--- src/rtl/fetch_unit.sv ---
// fetch_unit: instruction fetch front end with PC, {pc, inst} FIFO, redirect handling and fault flags.
// Decode sees only registered/FIFO-storage values; the imem address is the only combinational output.
module fetch_unit #(
  parameter logic [31:0] RESET_PC   = 32'h0000_0000,
  parameter int          FIFO_DEPTH = 4,
  parameter int          IMEM_WORDS = 2048
) (
  input  logic                          clk,
  input  logic                          rst_n,
  output logic [31:0]                   o_imem_addr,
  input  logic [31:0]                   i_imem_data,
  input  logic                          i_redirect_valid,
  input  logic [31:0]                   i_redirect_pc,
  output logic                          o_inst_valid,
  output logic [31:0]                   o_inst,
  output logic [31:0]                   o_inst_pc,
  input  logic                          i_inst_ready,
  output logic                          o_misalign_err,
  output logic                          o_range_err,
  output logic [$clog2(FIFO_DEPTH):0]   o_fifo_count
);
  localparam int PW = $clog2(FIFO_DEPTH);
  localparam int CW = PW + 1;
  localparam logic [31:0] LIMIT = 32'(IMEM_WORDS * 4);
  localparam logic [CW-1:0] FULL = CW'(FIFO_DEPTH);
  localparam logic [31:0] NOP = 32'h0000_0013;
  localparam logic RUN = 1'b0;
  localparam logic HALT = 1'b1;
  logic          state;
  logic [31:0]   fetch_pc;
  logic [31:0]   mem_inst [FIFO_DEPTH];
  logic [31:0]   mem_pc   [FIFO_DEPTH];
  logic [PW-1:0] rd_ptr, wr_ptr;
  logic [CW-1:0] count;
  logic          in_range, tgt_ok, pop, push;
  assign in_range       = fetch_pc < LIMIT;
  assign tgt_ok         = i_redirect_pc < LIMIT;
  assign o_imem_addr    = fetch_pc;
  assign o_fifo_count   = count;
  assign o_inst_valid   = count != '0;
  assign o_inst         = o_inst_valid ? mem_inst[rd_ptr] : NOP;
  assign o_inst_pc      = o_inst_valid ? mem_pc[rd_ptr] : 32'h0;
  assign pop            = o_inst_valid & i_inst_ready & ~i_redirect_valid;
  // A full FIFO may still accept a push when the head leaves the same cycle.
  assign push           = (state == RUN) & ~i_redirect_valid & in_range & ((count != FULL) | pop);
  always_ff @(posedge clk) begin
    if (push) begin
      mem_inst[wr_ptr] <= i_imem_data;
      mem_pc[wr_ptr]   <= fetch_pc;
    end
  end
  always_ff @(posedge clk or negedge rst_n) begin
    if (!rst_n) begin
      state          <= RUN;
      fetch_pc       <= RESET_PC;
      rd_ptr         <= '0;
      wr_ptr         <= '0;
      count          <= '0;
      o_misalign_err <= 1'b0;
      o_range_err    <= 1'b0;
    end else if (i_redirect_valid) begin
      rd_ptr <= '0;
      wr_ptr <= '0;
      count  <= '0;
      if (i_redirect_pc[1:0] != 2'b00) begin
        fetch_pc       <= {i_redirect_pc[31:2], 2'b00};
        o_misalign_err <= 1'b1;
        state          <= HALT;
      end else if (!tgt_ok) begin
        fetch_pc    <= i_redirect_pc;
        o_range_err <= 1'b1;
        state       <= HALT;
      end else begin
        fetch_pc       <= i_redirect_pc;
        o_misalign_err <= 1'b0;
        o_range_err    <= 1'b0;
        state          <= RUN;
      end
    end else begin
      if (state == RUN && !in_range) begin
        o_range_err <= 1'b1;
        state       <= HALT;
      end
      if (push) begin
        wr_ptr   <= wr_ptr + PW'(1);
        fetch_pc <= fetch_pc + 32'd4;
      end
      if (pop) rd_ptr <= rd_ptr + PW'(1);
      count <= count + CW'(push) - CW'(pop);
    end
  end
endmodule

--- config.mk ---
export PLATFORM = sky130hd
export DESIGN_NAME = fetch_unit
export DESIGN_NICKNAME = d
export VERILOG_FILES = /design/src/rtl/fetch_unit.sv
export SDC_FILE = /design/constraint.sdc
export NUM_CORES = 1
export LEC_CHECK = 0
export CELL_PAD_IN_SITES_DETAIL_PLACEMENT = 0
export CELL_PAD_IN_SITES_GLOBAL_PLACEMENT = 2
export CORE_AREA = 5 5 175 177
export DETAILED_ROUTE_END_ITERATION = 6
export DIE_AREA = 0 0 180 182
export GPL_ROUTABILITY_DRIVEN = 0
export PLACE_DENSITY = 0.84
export SLEW_MARGIN = 20
export SYNTH_ARGS = -nofsm -noshare
export SYNTH_HDL_FRONTEND = slang
export SYNTH_SLANG_ARGS = --single-unit
--- constraint.sdc ---
create_clock -name clk -period 4.4 [get_ports clk]
set_clock_uncertainty 0.05 [all_clocks]
set_input_delay 1.1 -clock clk [delete_from_list [all_inputs] [get_ports clk]]
set_output_delay 1.1 -clock clk [all_outputs]
set_load 0.02 [all_outputs]
# After elaboration in Yosys (flattened, before gate mapping)
# Memory sizes are Yosys's and may differ from the RTL's.
# Index checks and enable logic that the tools add are counted.
[totals] out_inout_bits=102 inputBits=68 word_cells=56 regBits=42 n_memories=2 ramBits=256
[classes] eq_ne=2 n_addsub=5 reduce_logical=10 muxes=20 bitwise_logic=8 n_lt_le_gt_ge=2
[mem_list] name="mem_inst" depth=4 width=32 read_ports=1 rd_clocked_by_memory_dff=0 wr=1 line="31" source="logic [31:0] mem_inst [FIFO_DEPTH];"
[mem_list] name="mem_pc" depth=4 width=32 read_ports=1 rd_clocked_by_memory_dff=0 wr=1 line="32" source="logic [31:0] mem_pc [FIFO_DEPTH];"
[ops] op="$mux W32" count=4
[ops] op="$lt A32 B14 Y1 const B" count=2
[ops] op="$add A32 B3 Y32 const B" count=1
[ops] op="$mux W1" count=10
[ops] op="$mux W2" count=5
[ops] op="$reduce_bool A2 Y1" count=5
[ops] op="$and A1 B1 Y1" count=5
[ops] op="$add A2 B1 Y2 const B" count=2
[ops] op="$reduce_and A2 Y1" count=2
[ops] op="$add A3 B1 Y3" count=1
[ops] op="$mux W3" count=1
[ops] op="$ne A3 B3 Y1 const B" count=1
[ops] op="$reduce_bool A3 Y1" count=1
[ops] op="$sub A3 B1 Y3" count=1
[ops] op="$ne A2 B2 Y1 const B" count=1
[ops] op="$not A1 Y1" count=2
[ops] op="$logic_and A1 B1 Y1" count=1
[ops] op="$logic_not A1 Y1" count=1
[ops] op="$or A1 B1 Y1" count=1

# Depth between registers and ports, before layout
[depth] depth_word=8 mapped_depth=13 ltp_nobuf=11

# Worst setup path after synthesis
# No wires, ideal clock.
[synth_timing] path_type="input-to-reg" start="in i_redirect_valid" end="mem mem_inst[0][0] (enable)" path_slack_ns=0.239 t_arrival_ns=3.682 n_path_buf=2 cell_stages=6 path_cell_list="clkbuf_1 > nand2b_1 > a311o_1 > nor2_2 > buf_2 > and2_1"
[synth_via] elab_chain_len=6
[synth_rtl] item="start: declaration" line="12" source="input logic i_redirect_valid,"
[synth_rtl] item="$not A1 Y1 (*)" line="43, 45"
[synth_rtl] item="$and A1 B1 Y1 (on tied branches)" line="45, 43"
[synth_rtl] item="$and A1 B1 Y1 or $or A1 B1 Y1 (tied branches)" line="45" source="assign push = (state == RUN) & ~i_redirect_valid & in_range & ((count != FULL) | pop);"
[synth_rtl] item="$and A1 B1 Y1 (*)" line="45"
[synth_rtl] item="$mux W1 (*)" line="47" source="if (push) begin"
[synth_rtl] item="$mux W1 (not written as such) (*)" line="48" source="mem_inst[wr_ptr] <= i_imem_data;"
[synth_rtl] item="end: declaration" line="31"
# Every way passes the cells marked *; elsewhere a longest branch is shown, timed or not.

# Worst setup path in the final report
[layout_timing] start="reg rd_ptr[0]" end="out o_inst[25]"
[layout_via] elab_chain_len=2
[layout_rtl] item="start: declaration" line="33" source="logic [PW-1:0] rd_ptr, wr_ptr;"
[layout_rtl] item="start signal: assignment" line="88" source="if (pop) rd_ptr <= rd_ptr + PW'(1);"
[layout_rtl] item="$mem_v2 Z4 W32"
[layout_rtl] item="$mux W32" line="41" source="assign o_inst = o_inst_valid ? mem_inst[rd_ptr] : NOP;"
[layout_rtl] item="end: declaration" line="15" source="output logic [31:0] o_inst,"
# No other way between the ends.

==> results.py <==
metrics = {
    "synthesis": {
        "yosysTopAreaCell": "edfxtp_1",
        "synth-seq-area-share_pct": 74.8,
        "yosysUniqueCellTypes": 41,
        "syn_nets": 668,
        "synthCells": 592,
        "synthesis.area_mm2": 0.0117,
        "synth_top_cell_area_share_pct": 65.8,
        "synth_area_leaders": "edfxtp_1 66%, mux4_2 12%, dfrtp_1 9.0%, and2_1 3.5%, mux2_2 1.8%",
        "ys_ff_latch": 298,
        "yosys_warnings": 0,
        "synth.avg_cell_area_um2": 19.7,
    },
    "floorplan": {
        "io_pins": 170,
        "start_util_pct": 40.1,
        "die_area_mm2": 0.0328,
        "fp.dieW_um": 180,
        "row_count": 63,
        "fp.dieH_um": 182,
        "fp.coreArea_mm2": 0.0291,
    },
    "clock_tree": {
        "htree_levels": 1,
        "cts_made_buffers": 30,
        "clk_latency_ns": 0.54,
        "cts_tree": "yes",
        "cts_hold_buffers": 0,
        "clk_transition_reported_paths_ns": 0.06,
        "root_buffer": "clkbuf_16",
        "cts_buffer_depth": 3,
        "clkSinkCount": 298,
        "cts_setup_buffers": 0,
    },
    "pwr": {
        "power.density_mw_per_mm2": 389,
        "p_int_w": 0.00462,
        "power_switching_w": 0.00117,
        "p_leak_nw": 4.90,
        "seqPwrFrac_pct": 54.9,
        "swShare_pct": 20.2,
        "peakVddDrop_v": 0.000310,
        "clockPowerShare_pct": 41.1,
        "pwr-share-comb_pct": 4.0,
        "finalPower_w": 0.00578,
    },
    "global_routing": {
        "grt_start_max_net_pins": 65,
        "grt_pass1_wl_um": 39000,
        "antenna_found_initial": 0,
        "grt_pass1_vias": 6728,
        "grt_use_total_pct": 15.1,
        "grt_overflow": 0,
    },
    "critical_path": {
        "critPathKind": "reg2out",
        "cp-start-kind": "flip-flop",
        "r2r-start": "o_imem_addr[19]",
        "critPathMaxStageDelay_ns": 0.76,
        "cp.required_ns": 3.25,
        "critPathLaunch": "rd_ptr[0]",
        "cp-end-kind": "primary output",
        "crit_buf_inv": 2,
        "cp_max_fo": 24,
        "critical_path.top_delay_family": "buffers and inverters",
        "crit_arrival_ns": 2.99,
        "cpMaxStageDelayCell": "dfrtp_4",
        "path_cells": "buf_4, mux4_2, and2_1, clkdlybuf4s50_1",
    },
    "sta": {
        "max_slew.worst_pin.slew_ns": 0.687,
        "timing.final.crit_share_pct": 94.1,
        "setup_tns_ns": 0,
        "slew_headroom_pct": 54.2,
        "rsz0062_at_grt": "no",
        "final_hold_viol_count": 0,
        "fmax_mhz": 242,
        "finalMaxSlewViolations": 0,
        "period_minus_slack_ns": 4.14,
        "setup_viol": 0,
    },
    "detailed_routing": {
        "vias": 6072,
        "wl_per_cell_um": 21.1,
        "wirelength_um": 25300,
        "drt-pass1-iter-count": 5,
        "drt_iter0_drc": 434,
        "antenna_left": 0,
        "remaining_drc_errors": 0,
        "vias_per_cell": 5.07,
    },
    "finish": {
        "ff_latch_area_mm2": 0.00875,
        "fin_nets": 860,
        "n_antenna_cell": 0,
        "n_fill_cell": 2327,
        "syn2layout_area_growth_pct": 27.4,
        "layout.cells.non_filler": 1198,
        "multi_input_comb_area_mm2": 0.00280,
        "drive_above_1_share_pct": 20.2,
    },
    "job": {
        "cap_violations": 0,
    },
    "placement": {
        "dpl.cell_count": 1142,
        "hpwl_um": 16600,
        "io_buffers": 169,
    },
    "hold_path": {
        "min-delay-start": "o_misalign_err",
        "hold_path_class": "reg2reg",
    },
    "run_status": {
        "status": "finished clean",
    },
}
-- per-stage QoR --
step	hold slack [ns]	util, %	setup slack, ns	cell area, um^2
floorplan	0.422	-	0.239	11700
global placement	0.421	48.0	0.671	13900
detailed placement	0.434	48.0	0.694	13900
CTS	0.461	51.1	0.167	14900
global route	0.522	51.2	0.0781	14900
finish	0.457	51.2	0.261	14900
-- cells by family (layout without fill, tap and decap cells) --
kind of cell / Yosys count / in the layout / synth area share, %
fa+ha+maj: 8 / 8 / 0.921
simple gates: 131 / 131 / 6.35
buf+inv: 36 / 252 / 1.28
mux: 85 / 85 / 14.3
flops: 298 / 298 / 74.8
compound gates: 28 / 28 / 1.82
xor+xnor: 6 / 6 / 0.450
-- placed cells by master (no fill, tap or decap), types with 2 or more instances in the layout --
master / synthesis / routed
clkbuf_1: 16 / 10
a221o_1: 4 / 4
nand3_1: 6 / 6
nor2_1: 13 / 13
and2_1: 65 / 61
inv_1: 7 / 7
a21bo_2: 2 / 2
mux2i_1: 2 / 2
xnor2_1: 3 / 3
and3_1: 2 / 2
buf_4: 0 / 14
o31ai_1: 3 / 3
clkinv_1: 1 / 4
xor2_1: 3 / 3
clkbuf_16: 0 / 31
nor2b_1: 3 / 3
nor4_1: 12 / 12
nand4_1: 3 / 3
or2_2: 3 / 3
ha_1: 7 / 7
mux4_2: 64 / 64
dfrtp_1: 42 / 40
clkinv_2: 0 / 7
edfxtp_1: 256 / 256
mux2_2: 19 / 19
and2_4: 0 / 4
dfrtp_4: 0 / 2
nor3_1: 3 / 3
buf_12: 0 / 5
a21o_1: 3 / 3
clkdlybuf4s50_1: 0 / 167
clkbuf_8: 0 / 2
nand2_1: 16 / 16
o21ai_0: 11 / 11
-- metal layers --
layer,GRT usage (%),vias up,share of wire [%]
li1,-,2748,-
met1,20.0,3114,42
met2,26.2,185,51
met3,3.06,25,5.4
met4,3.08,0,1.4
met5,0,-,0
-- worst paths after layout --
path	slack, ns	depth (start not counted)	endpoint
worst min register to register	0.46	2	o_misalign_err
worst min-delay path	0.46	2	o_misalign_err
min in group asynchronous	0.52	1	o_imem_addr[29]
worst max-delay path	0.26	4	o_inst[25]
worst max register to register	1.30	11	o_fifo_count[2]
max in group asynchronous	3.35	1	rd_ptr[0]
-- power by group through the flow --
stage	sequential [W]	clock, W	combinational, W
floorplan	0.00324	0	0.0000465
finish	0.00317	0.00238	0.000231
global route	0.00318	0.00256	0.000246
detailed placement	0.00323	0	0.000232
global placement	0.00323	0	0.000227
CTS	0.00317	0.00243	0.000233
-- final cells by class --
cell class              count  area share [%]
multi-input cells         258            18.8
inverters                   9           0.244
well taps                 390            3.28
flip-flops and latches    298            58.8
repair buffers            187            12.6
clock inverters            13           0.597
clock buffers              43            5.65
-- repair_timing --
item / CTS / global route
hold endpoints to repair: 0 / 0
setup endpoints to repair: 0 / 61
resized for setup: 0 / 1
-- cells in the mapped netlist --
cell type / count
nor3b_1: 1
xor2_1: 3
and3_1: 2
a2bb2oi_1: 1
or2_2: 3
nand2b_1: 1
nor2_1: 13
xnor2_1: 3
or3_1: 1
nor2_2: 1
mux4_2: 64
a21bo_2: 2
ha_1: 7
edfxtp_1: 256
buf_2: 5
o41ai_2: 1
o21ai_2: 1
inv_1: 7
nand2_1: 16
or4_4: 1
inv_2: 1
clkbuf_1: 16
a21o_1: 3
o31ai_1: 3
nand4_1: 3
o21ai_0: 11
buf_1: 5
mux2i_1: 2
nand3_1: 6
a221o_1: 4
a311o_1: 1
nor2b_1: 3
and2_1: 65
a31o_2: 1
nor4_1: 12
dfrtp_1: 42
buf_6: 1
nor3_1: 3
clkinv_1: 1
mux2_2: 19
fa_1: 1
-- state kept, by name (all words and copies together) (netlist names) --
signal,flops
o_fifo_count,3
o_misalign_err,1
wr_ptr,2
rd_ptr,2
mem_pc,128
o_range_err,1
o_imem_addr,32
mem_inst,128
state,1
-- tightest hold or removal path: cells and delay by family, from the launching register on --
| family | cells | cell delay [ns] |
|---|---|---|
| DFF | 1 | 0.36 |
| and+or+nand+nor | 2 | 0.11 |
No activity file was read; power rests on OpenSTA's default activity.
==> patch 1 (same flow settings) <==
`FIFO_DEPTH`: 4 -> 8.
--- a/src/rtl/fetch_unit.sv
+++ b/src/rtl/fetch_unit.sv
@@ -2,7 +2,7 @@
 // Decode sees only registered/FIFO-storage values; the imem address is the only combinational output.
 module fetch_unit #(
   parameter logic [31:0] RESET_PC   = 32'h0000_0000,
-  parameter int          FIFO_DEPTH = 4,
+  parameter int          FIFO_DEPTH = 8,
   parameter int          IMEM_WORDS = 2048
 ) (
   input  logic                          clk,
Ports: changed (resized o_fifo_count); port bits go from 170 to 171. No check against the original RTL was run, so the function may have changed too.
==> patch 1 against the original RTL <==
  * The flow now stops in global placement
  * Synthesized cell count increased by 74%
  * Synthesized area increased by 86%
==> patch 1: results (changes against the original RTL) <==
top cells by area, synth edfxtp_1, mux4_2, dfrtp_1 (unchanged); Stopped at global placement; Seq/Total Area, Yosys 76.1% (was 74.8%); synth warn 0 (unchanged); share of flip-flops with an asynchronous set or reset 8.08% (was 14.1%); run status did not finish (was completed); Port Buf Inserts 170 (was 169); Yosys reg bits 557 (was 298); Post-Syn Nets 1109 (was 668); Post-synth EDFFs 512 (was 256); Yosys cell types 44 (was 41); Log Error [ERROR GPL-0301] Utilization 105.297 % exceeds 100%.; Top FF cell, synth edfxtp_1 (unchanged); most instantiated cells after synthesis edfxtp_1, mux4_2, nor2_1, mux2i_1, dfrtp_1 (was edfxtp_1, and2_1, mux4_2, dfrtp_1, mux2_2); Avg Cell Area, Syn 21.0 sq um (was 19.7 sq um)
patch 1: cell families after synthesis:
logic type / synth area share (%)
AO/OA/AOI/OAI: 0.589
buffers and inverters: 1.18
flip-flops: 76.1
XOR/XNOR: 0.606
AND/OR/NAND/NOR: 3.50
multiplexers: 17.4
adder cells (fa/ha/maj): 0.554
==> patch 2 (same settings) <==
Made on the original files. Make the reset (`rst_n`) synchronous in one clocked block.
--- a/src/rtl/fetch_unit.sv
+++ b/src/rtl/fetch_unit.sv
@@ -49,7 +49,7 @@
       mem_pc[wr_ptr]   <= fetch_pc;
     end
   end
-  always_ff @(posedge clk or negedge rst_n) begin
+  always_ff @(posedge clk) begin
     if (!rst_n) begin
       state          <= RUN;
       fetch_pc       <= RESET_PC;
Check against the original RTL: differs if rst_n is asserted again (counterexample within 4 cycles, from zero or initial values and one cycle with rst_n low); with rst_n held inactive, the same outputs for 4 cycles.
==> patch 2 against the original RTL <==
  * Synthesized area fell by 0.33%
  * Largest cell class unchanged
  * Setup slack better by 0.047 ns
  * Routed wire length up 0.39%
  * Via count grew 2.6%
  * Die area did not move
  * Hold slack worse by 0.049 ns
  * Sequential cell count grew 2
  * Total power rose by 1.7%
  * Register-to-register slack lost 0.25 ns
  * Design area grew 0.24%
  * Highest routed layer unchanged
==> patch 2: results (changes against the original RTL) <==
1st-pass router iterations 4 (was 5); r2r setup slk 1.05 ns (was 1.30 ns); end of the worst hold path o_misalign_err (unchanged); Worst Hold Launch o_misalign_err (unchanged); DPL Wire Length 16.1 mm (was 16.6 mm); gr usage total 15.4% (was 15.1%); pre-CTS setup slack 0.583 ns (was 0.694 ns); placed standard-cell area 13900 sq um (about the same); met3 usage 3.27% (was 3.06%); Slew HR 35.5% (was 54.2%); top cells by area, synth edfxtp_1, mux4_2, dfxtp_1 (was edfxtp_1, mux4_2, dfrtp_1); share of flip-flops with an asynchronous set or reset 0% (was 14.1%); met2 GRT Util 24.9% (was 26.2%); top routing layer in use met4 (unchanged); met1 usage 21.8% (was 20.0%); number of global-route vias before repair 6663 (was 6728); slowest stage cell, crit path inv_2 (was dfrtp_4); crit-path max cell delay 0.57 ns (was 0.76 ns); WL met3 1.52 mm (was 1.36 mm); Crit Path Max Fanout 63 (was 24); largest net degree at the start of global routing 64 (was 65); fillers 2385 (was 2327); layout cells sized above 1 17.6% (was 20.2%); Seq/Total Area, Yosys 73.6% (was 74.8%); Vias 6230 (was 6072); Avg Cell Area, Syn 18.4 sq um (was 19.7 sq um); nets 895 (was 860); Yosys cell types 40 (was 41); worst vdd ir 225 uV (was 310 uV); Post-Syn Nets 708 (was 668); RR Endpoint o_fifo_count[2] (unchanged); run status completed (unchanged); Worst Path Arrival 2.94 ns (was 2.99 ns); M1 WL 11.3 mm (was 10.7 mm); Min Hold Slack 0.409 ns (was 0.457 ns); most instantiated cells after synthesis edfxtp_1, mux4_2, and2_1, dfxtp_1, nor2_1 (was edfxtp_1, and2_1, mux4_2, dfrtp_1, mux2_2); initial antenna violation count 2 (was 0)
## patch 2: how the worst max path moves through the flow
| stage | startpoint | to | slack (ns) | cells past startpoint |
|---|---|---|---|---|
| after detailed placement | i_inst_ready | o_fifo_count[2] | 0.58 | 12 |
| final | o_fifo_count[1] | o_inst[2] | 0.31 | 4 |
| after CTS | o_fifo_count[1] | o_inst_pc[30] | 0.20 | 4 |
| after global placement | i_inst_ready | o_fifo_count[2] | 0.61 | 12 |
| after global routing | o_fifo_count[1] | o_inst_pc[30] | 0.08 | 4 |
| after floorplan | i_redirect_valid | mem_inst[0][0] | 0.36 | 3 |
## patch 2: where the power goes
| group | internal (W) | switching, W |
|---|---|---|
| logic | 0.000119 | 0.000111 |
| registers | 0.00310 | 0.0000386 |
| clock network | 0.00146 | 0.00104 |
## patch 2: cell families (layout without fill, tap and decap cells)
family | Yosys count | count (layout) | share of synthesized area (%)
xor gates and xnor gates | 4 | 4 | 0.301
buffers and inverters | 43 | 254 | 1.46
and+or+nand+nor | 155 | 155 | 7.51
AOI/OAI and AO/OA | 38 | 38 | 2.07
adders and majority gates | 8 | 8 | 0.925
muxes | 84 | 84 | 14.1
DFF | 300 | 300 | 73.6
other | 0 | 1 | 0
## patch 2: layout make-up
type                    instances  area, sq um  area share [%]
clock buffers                  36          795            5.33
diodes                          1         2.50          0.0168
flip-flops and latches        300         8580            57.5
well taps                     390          488            3.27
repair buffers                187         1910            12.8
inverters                      11         41.3           0.277
clock inverters                20          186            1.25
multi-input cells             289         2920            19.6
## patch 2: critical path: cells and delay by family (launching register included)
family | cells | cell delay [ns]
buf+inv | 2 | 1.11
flops | 1 | 0.35
simple gates | 2 | 0.90
